$ cat src/rtl/imem_loader.sv
// Serial instruction-memory loader: assembles big-endian bytes into 32-bit words
// and writes them to consecutive word-aligned addresses, one write per word.
module imem_loader #(
    parameter int n         = 32,
    parameter int MAX_WORDS = 1024
) (
    input  logic         clk,
    input  logic         rst,
    input  logic         start,
    input  logic [n-1:0] base_addr,
    input  logic [10:0]  word_count,
    input  logic [7:0]   byte_in,
    input  logic         byte_valid,
    output logic         byte_ready,
    output logic         wr_en,
    output logic [n-1:0] wr_addr,
    output logic [n-1:0] wr_data,
    output logic         busy,
    output logic         done,
    output logic [1:0]   state_dbg
);

    typedef enum logic [1:0] {
        IDLE  = 2'd0,
        RECV  = 2'd1,
        WRITE = 2'd2,
        DONE  = 2'd3
    } state_t;

    localparam logic [10:0] MAX_WC = 11'(MAX_WORDS);

    state_t       state;
    state_t       state_nxt;
    logic [n-1:0] ptr;
    logic [23:0]  sr;
    logic [n-1:0] wr_data_q;
    logic [1:0]   byte_cnt;
    logic [10:0]  words_done;
    logic [10:0]  count_lat;
    logic [10:0]  wc_clamped;
    logic         accept;
    logic         last_word;

    // Byte handshake: a byte transfers on a rising edge where byte_valid and
    // byte_ready are both high; byte_ready depends on state only, never on byte_valid.
    assign accept     = byte_valid && (state == RECV);
    assign wc_clamped = (word_count > MAX_WC) ? MAX_WC : word_count;
    assign last_word  = ((words_done + 11'd1) == count_lat);

    // State register
    always_ff @(posedge clk) begin
        if (rst) begin
            state <= IDLE;
        end else begin
            state <= state_nxt;
        end
    end

    // Next-state logic
    always_comb begin
        state_nxt = state;
        case (state)
            IDLE: begin
                if (start) begin
                    state_nxt = (word_count == 11'd0) ? DONE : RECV;
                end
            end
            RECV: begin
                if (accept && (byte_cnt == 2'd3)) begin
                    state_nxt = WRITE;
                end
            end
            WRITE: begin
                state_nxt = last_word ? DONE : RECV;
            end
            DONE: begin
                state_nxt = IDLE;
            end
            default: begin
                state_nxt = IDLE;
            end
        endcase
    end

    // Datapath: pointer, counters and byte assembly
    always_ff @(posedge clk) begin
        if (rst) begin
            ptr        <= '0;
            sr         <= '0;
            wr_data_q  <= '0;
            byte_cnt   <= '0;
            words_done <= '0;
            count_lat  <= '0;
        end else begin
            case (state)
                IDLE: begin
                    if (start && (word_count != 11'd0)) begin
                        ptr        <= base_addr & ~n'(3);
                        count_lat  <= wc_clamped;
                        byte_cnt   <= '0;
                        words_done <= '0;
                    end
                end
                RECV: begin
                    if (accept) begin
                        sr       <= {sr[15:0], byte_in};
                        byte_cnt <= byte_cnt + 2'd1;
                        // The fourth byte completes the word; capture it for the write cycle.
                        if (byte_cnt == 2'd3) begin
                            wr_data_q <= {sr, byte_in};
                        end
                    end
                end
                WRITE: begin
                    ptr        <= ptr + n'(4);
                    words_done <= words_done + 11'd1;
                    byte_cnt   <= '0;
                end
                default: begin
                end
            endcase
        end
    end

    // Output decode
    always_comb begin
        byte_ready = 1'b0;
        wr_en      = 1'b0;
        busy       = 1'b1;
        done       = 1'b0;
        case (state)
            IDLE:    busy       = 1'b0;
            RECV:    byte_ready = 1'b1;
            WRITE:   wr_en      = 1'b1;
            DONE:    done       = 1'b1;
            default: busy       = 1'b0;
        endcase
    end

    assign wr_addr   = ptr;
    assign wr_data   = wr_data_q;
    assign state_dbg = state;

endmodule

$ cat config.mk
export PLATFORM = sky130hd
export DESIGN_NAME = imem_loader
export DESIGN_NICKNAME = d
export VERILOG_FILES = /design/src/rtl/imem_loader.sv
export SDC_FILE = /design/constraint.sdc
export NUM_CORES = 1
export LEC_CHECK = 0
export ABC_CLOCK_PERIOD_IN_PS = 2100
export CORE_MARGIN = 2
export CORE_UTILIZATION = 30
export DETAILED_ROUTE_END_ITERATION = 10
export PLACE_DENSITY_LB_ADDON = 0.15
export SYNTH_ARGS = -nofsm -noshare
export SYNTH_HDL_FRONTEND = slang
export SYNTH_SLANG_ARGS = --single-unit
$ cat constraint.sdc
create_clock -name clk -period 2.1 [get_ports clk]
set_input_delay 0.42 -clock clk [delete_from_list [all_inputs] [get_ports clk]]
set_output_delay 0.42 -clock clk [all_outputs]
set_load 0.05 [all_outputs]
; ---- Word-level counts from Yosys, hierarchy flattened
; Cells that the tools add are included.
[classes]
add_sub_neg = 3
mul = 0
div = 0
n_lt_le_gt_ge = 1
n_eq_ne = 9
shift = 0
n_mux = 17
bitwise_logic = 0
n_reduce_logical = 14
[ops]
columns = op, n
row1 = 32-bit case mux with 2 select lines, 1
row2 = "32-bit by 3-bit adder with 32-bit output, second input constant", 1
row3 = 32-bit two-way mux, 1
row4 = 11-bit two-way mux, 2
row5 = 11-bit case mux with 2 select lines, 1
row6 = 2-bit two-way mux, 6
row7 = "11-bit by 1-bit adder with 11-bit output, second input constant", 1
row8 = 11-bit equality test, 1
row9 = "11-bit greater-than comparator, second input constant", 1
row10 = 11-bit logical NOT, 1
row11 = 11-bit nonzero test, 1
row12 = 2-bit case mux with 4 select lines, 1
row13 = 2-bit AND reduction, 4
row14 = "2-bit equality test, second input constant", 3
row15 = "2-bit inequality test, second input constant", 3
row16 = 2-bit case mux with 3 select lines, 1
row17 = 3-bit AND reduction, 2
row18 = 1-bit two-way mux, 4
row19 = 1-bit logical AND, 3
row20 = 3-bit nonzero test, 1
row21 = "2-bit by 1-bit adder with 2-bit output, second input constant", 1
row22 = "2-bit by 1-bit equality test with 1-bit output, second input constant", 1
row23 = 2-bit logical NOT, 1
row24 = "2-bit by 1-bit inequality test with 1-bit output, second input constant", 1
row25 = 2-bit nonzero test, 1
[word_totals]
ff_bits = 114
latch_bits = 0
ram_bits = 0
romBits = 0
inputBits = 55
out_inout_bits = 70
wordCells = 51
memories = 0

; ---- Longest topological paths before layout
[logic_depth]
ltp_word = 5
mapped_depth = 8
mapped_depth_nobuf = 6

; ---- Worst setup path before layout
; Ideal clock, no wire load.
[synth_path]
path_kind = register to register
startpoint = register state[0] (netlist: state_dbg[0])
endpoint = register state[0] (netlist: state_dbg[0])
setup_time_ns = 0.128
arrival_ns = 2.598
t_required_ns = 1.972
slack_ns = -0.625
path_stages_with_launch = 8
path_buffers = 2
synth_period_minus_slack_ns = 2.725
cell_sequence = dfxtp_1 nor2b_1 and2_1 clkbuf_1 nand2_1 clkbuf_1 a21oi_1 nor2_1
[synth_between]
elab_chain_len = 5
word_cells_on_any_way = 10
classes_between = 5 x eq/ne / 1 x mux / 4 x reduce/logical
[synth_lines]
columns = element, line
row1 = "start, declared", 32  ; state_t state;
row2 = "start signal, assigned", 55  ; state <= state_nxt;
row3 = 2-bit by 1-bit equality test with 1-bit output, "46, 62"
row4 = 1-bit logical AND, 46  ; assign accept = byte_valid && (state == RECV);
row5 = 1-bit logical AND, 69  ; if (accept && (byte_cnt == 2'd3)) begin
row6 = 2-bit by 1-bit inequality test with 1-bit output (no line), --
row7 = 2-bit AND reduction (no line), --
; Several ways; a longest one is shown, not always the timed one.
; A chain may end at the register's enable or synchronous reset.

; ---- Worst setup path after layout
[layout_path]
startpoint = register ptr[29] (netlist: wr_addr[29])
endpoint = output wr_addr[29]
[layout_lines]
columns = element, line
row1 = "start, declared", 34  ; logic [n-1:0] ptr;
row2 = "start signal, assigned", 98  ; ptr <= base_addr & ~n'(3);
row3 = "start signal, assigned", 115  ; ptr <= ptr + n'(4);
row4 = "end, declared", 16  ; output logic [n-1:0] wr_addr,
; No word-level cell between the ends.

==> results.cfg <==
[global_routing]
grt_max_degree = 109
grt_pass1_vias = 5155
antenna_found_initial = 0
grt-ovfl-total = 0
grt_usage = 0.183
grt_pass1_wl_microns = 26700

[finish]
area_delta_synth_final_pct = 43.8
nFillCells = 1711
final_cells = 1048
n_antenna_cell = 0
nets = 876
drive_gt1_frac = 0.162
multi_input_area_sq_um = 2880
ff_latch_area_sq_um = 2260

[route]
ant_nets = 0
num_vias = 5417
drc = 0
vias_per_cell = 5.17
wirelength_microns = 16900
wl_per_cell_microns = 16.1
drt_iter0_markers = 394
drtPass1Iterations = 5

[floorplanning]
die_x_microns = 136
core_sq_um = 17200
die_area_sq_um = 18600
rows = 48
ios = 125
initial_core_util = 0.305
die_y_microns = 136

[setup_path]
cp.required_ns = 1.68
cpLargestDelayFamily = buffers and inverters
cp.depth = 1
crit_type = flop to primary output
crit_arrival_ns = 1.68
r2r_end = wr_addr[30]
critPathSlowestCell = clkdlybuf4s50_1
slowest_delay_ns = 0.85
timing.rr.start = wr_addr[2]
crit_path_end = wr_addr[29]
setup.worst_path.start_class = flop
crit_path_end_kind = primary output
critPathLaunch = wr_addr[29]
cp_cell_sequence = clkdlybuf4s50_1
cp_num_buf_inv = 1
worst_r2r_path_depth = 6
cp_max_fo = 5
r2r_slack_ns = 0.13

[status]
status = finished clean

[timing]
fmax_ghz = 0.477
tightest_slew_ns = 0.534
finalMaxSlewViolations = 0
final-hold-violation-count = 0
setup-tns-final_ns = 0
max_slew_margin = 0.643
finalCriticalPeriod_ns = 2.10
skew_ns = 0.00893
setup_viol_count_final = 0
min_period_over_period = 0.999
rsz0062_at_grt = false

[placed_design]
placed_cells = 1022
detailedPlacementHpwl_microns = 11800
place_congestion = 0.800
port_buffers = 120

[synth]
synth_edf_count = 0
synth_area_per_cell_sq_um = 7.89
synthArstFlopShare = 0
ys_warn_count = 0
synth.most_common_cell = nand2_1
synth-seq-area-share = 0.427
synth_area_leaders = dfxtp_1 (43%), nand2_1 (11%), a21oi_1 (8.8%)
synth_seq_cells = 112
synth_top_area_share = 0.427
synth_common_cells = nand2_1 (154), dfxtp_1 (112), a21oi_1 (92)
synth_ff_type = dfxtp_1
syn_inst = 666
yosysUniqueCellTypes = 69
netlist_area_sq_um = 5250
synth_top_area_cell = dfxtp_1

[clock_tree]
cts_htree_levels = 3
cts_tree = built
clkSinkCount = 112
clk-insertion-delay-late_ns = 0.36
root_buffer = clkbuf_16
ctsHoldBuffers = 0
clockBufferDepth = 2
cts.clk_slew.worst_paths_ns = 0.08
cts_buffers = 9

[job]
maxCapViolations = 0

[pwr]
ir_worst_vdd_mv = 0.386
leakage_nw = 2.79
p_per_area_nw_per_um2 = 657

[hold_path]
min_path_type = flop to flop
-- worst min-delay path by stage --
stage | startpoint | end | slack, ns | depth (start not counted)
final | wr_data[15] | wr_data[15] | 0.45 | 2
after global routing | wr_data[15] | wr_data[15] | 0.47 | 2
after CTS | wr_data[15] | wr_data[15] | 0.46 | 2
after detailed placement | wr_data[15] | wr_data[15] | 0.45 | 2
after global placement | sr[23] | sr[23] | 0.45 | 2
after floorplan | sr[23] | wr_data[31] | 0.43 | 2
-- per-stage QoR --
| stage | cell area (sq um) | utilization | setup slack [ns] | total power [W] | hold WS [ns] |
|---|---|---|---|---|---|
| 2_1_floorplan | 5290 | - | 0.00532 | 0.00282 | 0.432 |
| 3_3_place_gp | 7030 | 0.408 | -0.501 | 0.00320 | 0.446 |
| 3_5_place_dp | 7030 | 0.408 | -0.558 | 0.00321 | 0.446 |
| 4_1_cts | 7470 | 0.433 | 0.0000802 | 0.00501 | 0.457 |
| 5_1_grt | 7550 | 0.438 | 0.000426 | 0.00516 | 0.469 |
| 6_report | 7550 | 0.438 | 0.00165 | 0.00496 | 0.455 |
-- cell families (layout without fill, tap and decap cells) --
| group | Yosys count | count (layout) | share of synthesized area |
|---|---|---|---|
| compound gates | 184 | 184 | 0.228 |
| buf+inv | 52 | 206 | 0.0453 |
| simple gates | 296 | 298 | 0.261 |
| mux | 3 | 3 | 0.00596 |
| flops | 112 | 112 | 0.427 |
| xor+xnor | 15 | 15 | 0.0250 |
| other cells | 1 | 2 | 0.000714 |
| fa+ha+maj | 3 | 3 | 0.00715 |
-- cell usage in the layout (no fill, tap or decap), types with 8 or more instances in the layout --
cell type	instances
dfxtp_2	13
buf_4	52
dlymetal6s2s_1	11
clkbuf_16	9
o21ai_0	19
clkdlybuf4s50_1	96
a31oi_1	13
inv_1	8
nor2_1	34
nand2_1	154
and3_1	11
nand4_1	10
nand3_1	35
a21oi_1	92
dfxtp_1	99
xnor2_1	11
-- report_power, final --
part	internal (W)	switching [W]	leakage [nW]	total, W
sequential	0.00220	0.0000961	0.914	0.00229
clock	0.000868	0.000868	0.148	0.00174
combinational	0.000398	0.000534	1.73	0.000932
-- repair_timing --
action	4_1_cts	5_1_grt
gates cloned	3	0
gates resized for setup	26	18
pin swaps	11	0
hold endpoints to repair	0	0
setup endpoints to repair	31	46
buffers inserted	4	3
-- metal layers --
metal	track usage	up-vias	routed length, microns
met2	0.291	151	7810
met4	0.0799	0	464
li1	-	2700	-
met1	0.244	2539	7810
met5	0	-	0
met3	0.0324	27	785
-- layout make-up --
| cell class | instances | share of cell area |
|---|---|---|
| Sequential cell | 112 | 0.299 |
| Clock inverter | 6 | 0.00712 |
| Inverter | 9 | 0.00497 |
| Tap cell | 225 | 0.0373 |
| Timing Repair Buffer | 181 | 0.239 |
| Clock buffer | 10 | 0.0316 |
| Multi-Input combinational cell | 505 | 0.381 |
-- state kept, by name, indices dropped and copies added, names as in the netlist --
name,flops
byte_cnt,2
count_lat,11
sr,24
state_dbg,2
words_done,11
wr_addr,30
wr_data,32
Note: power is estimated with default switching activity, not from simulation.
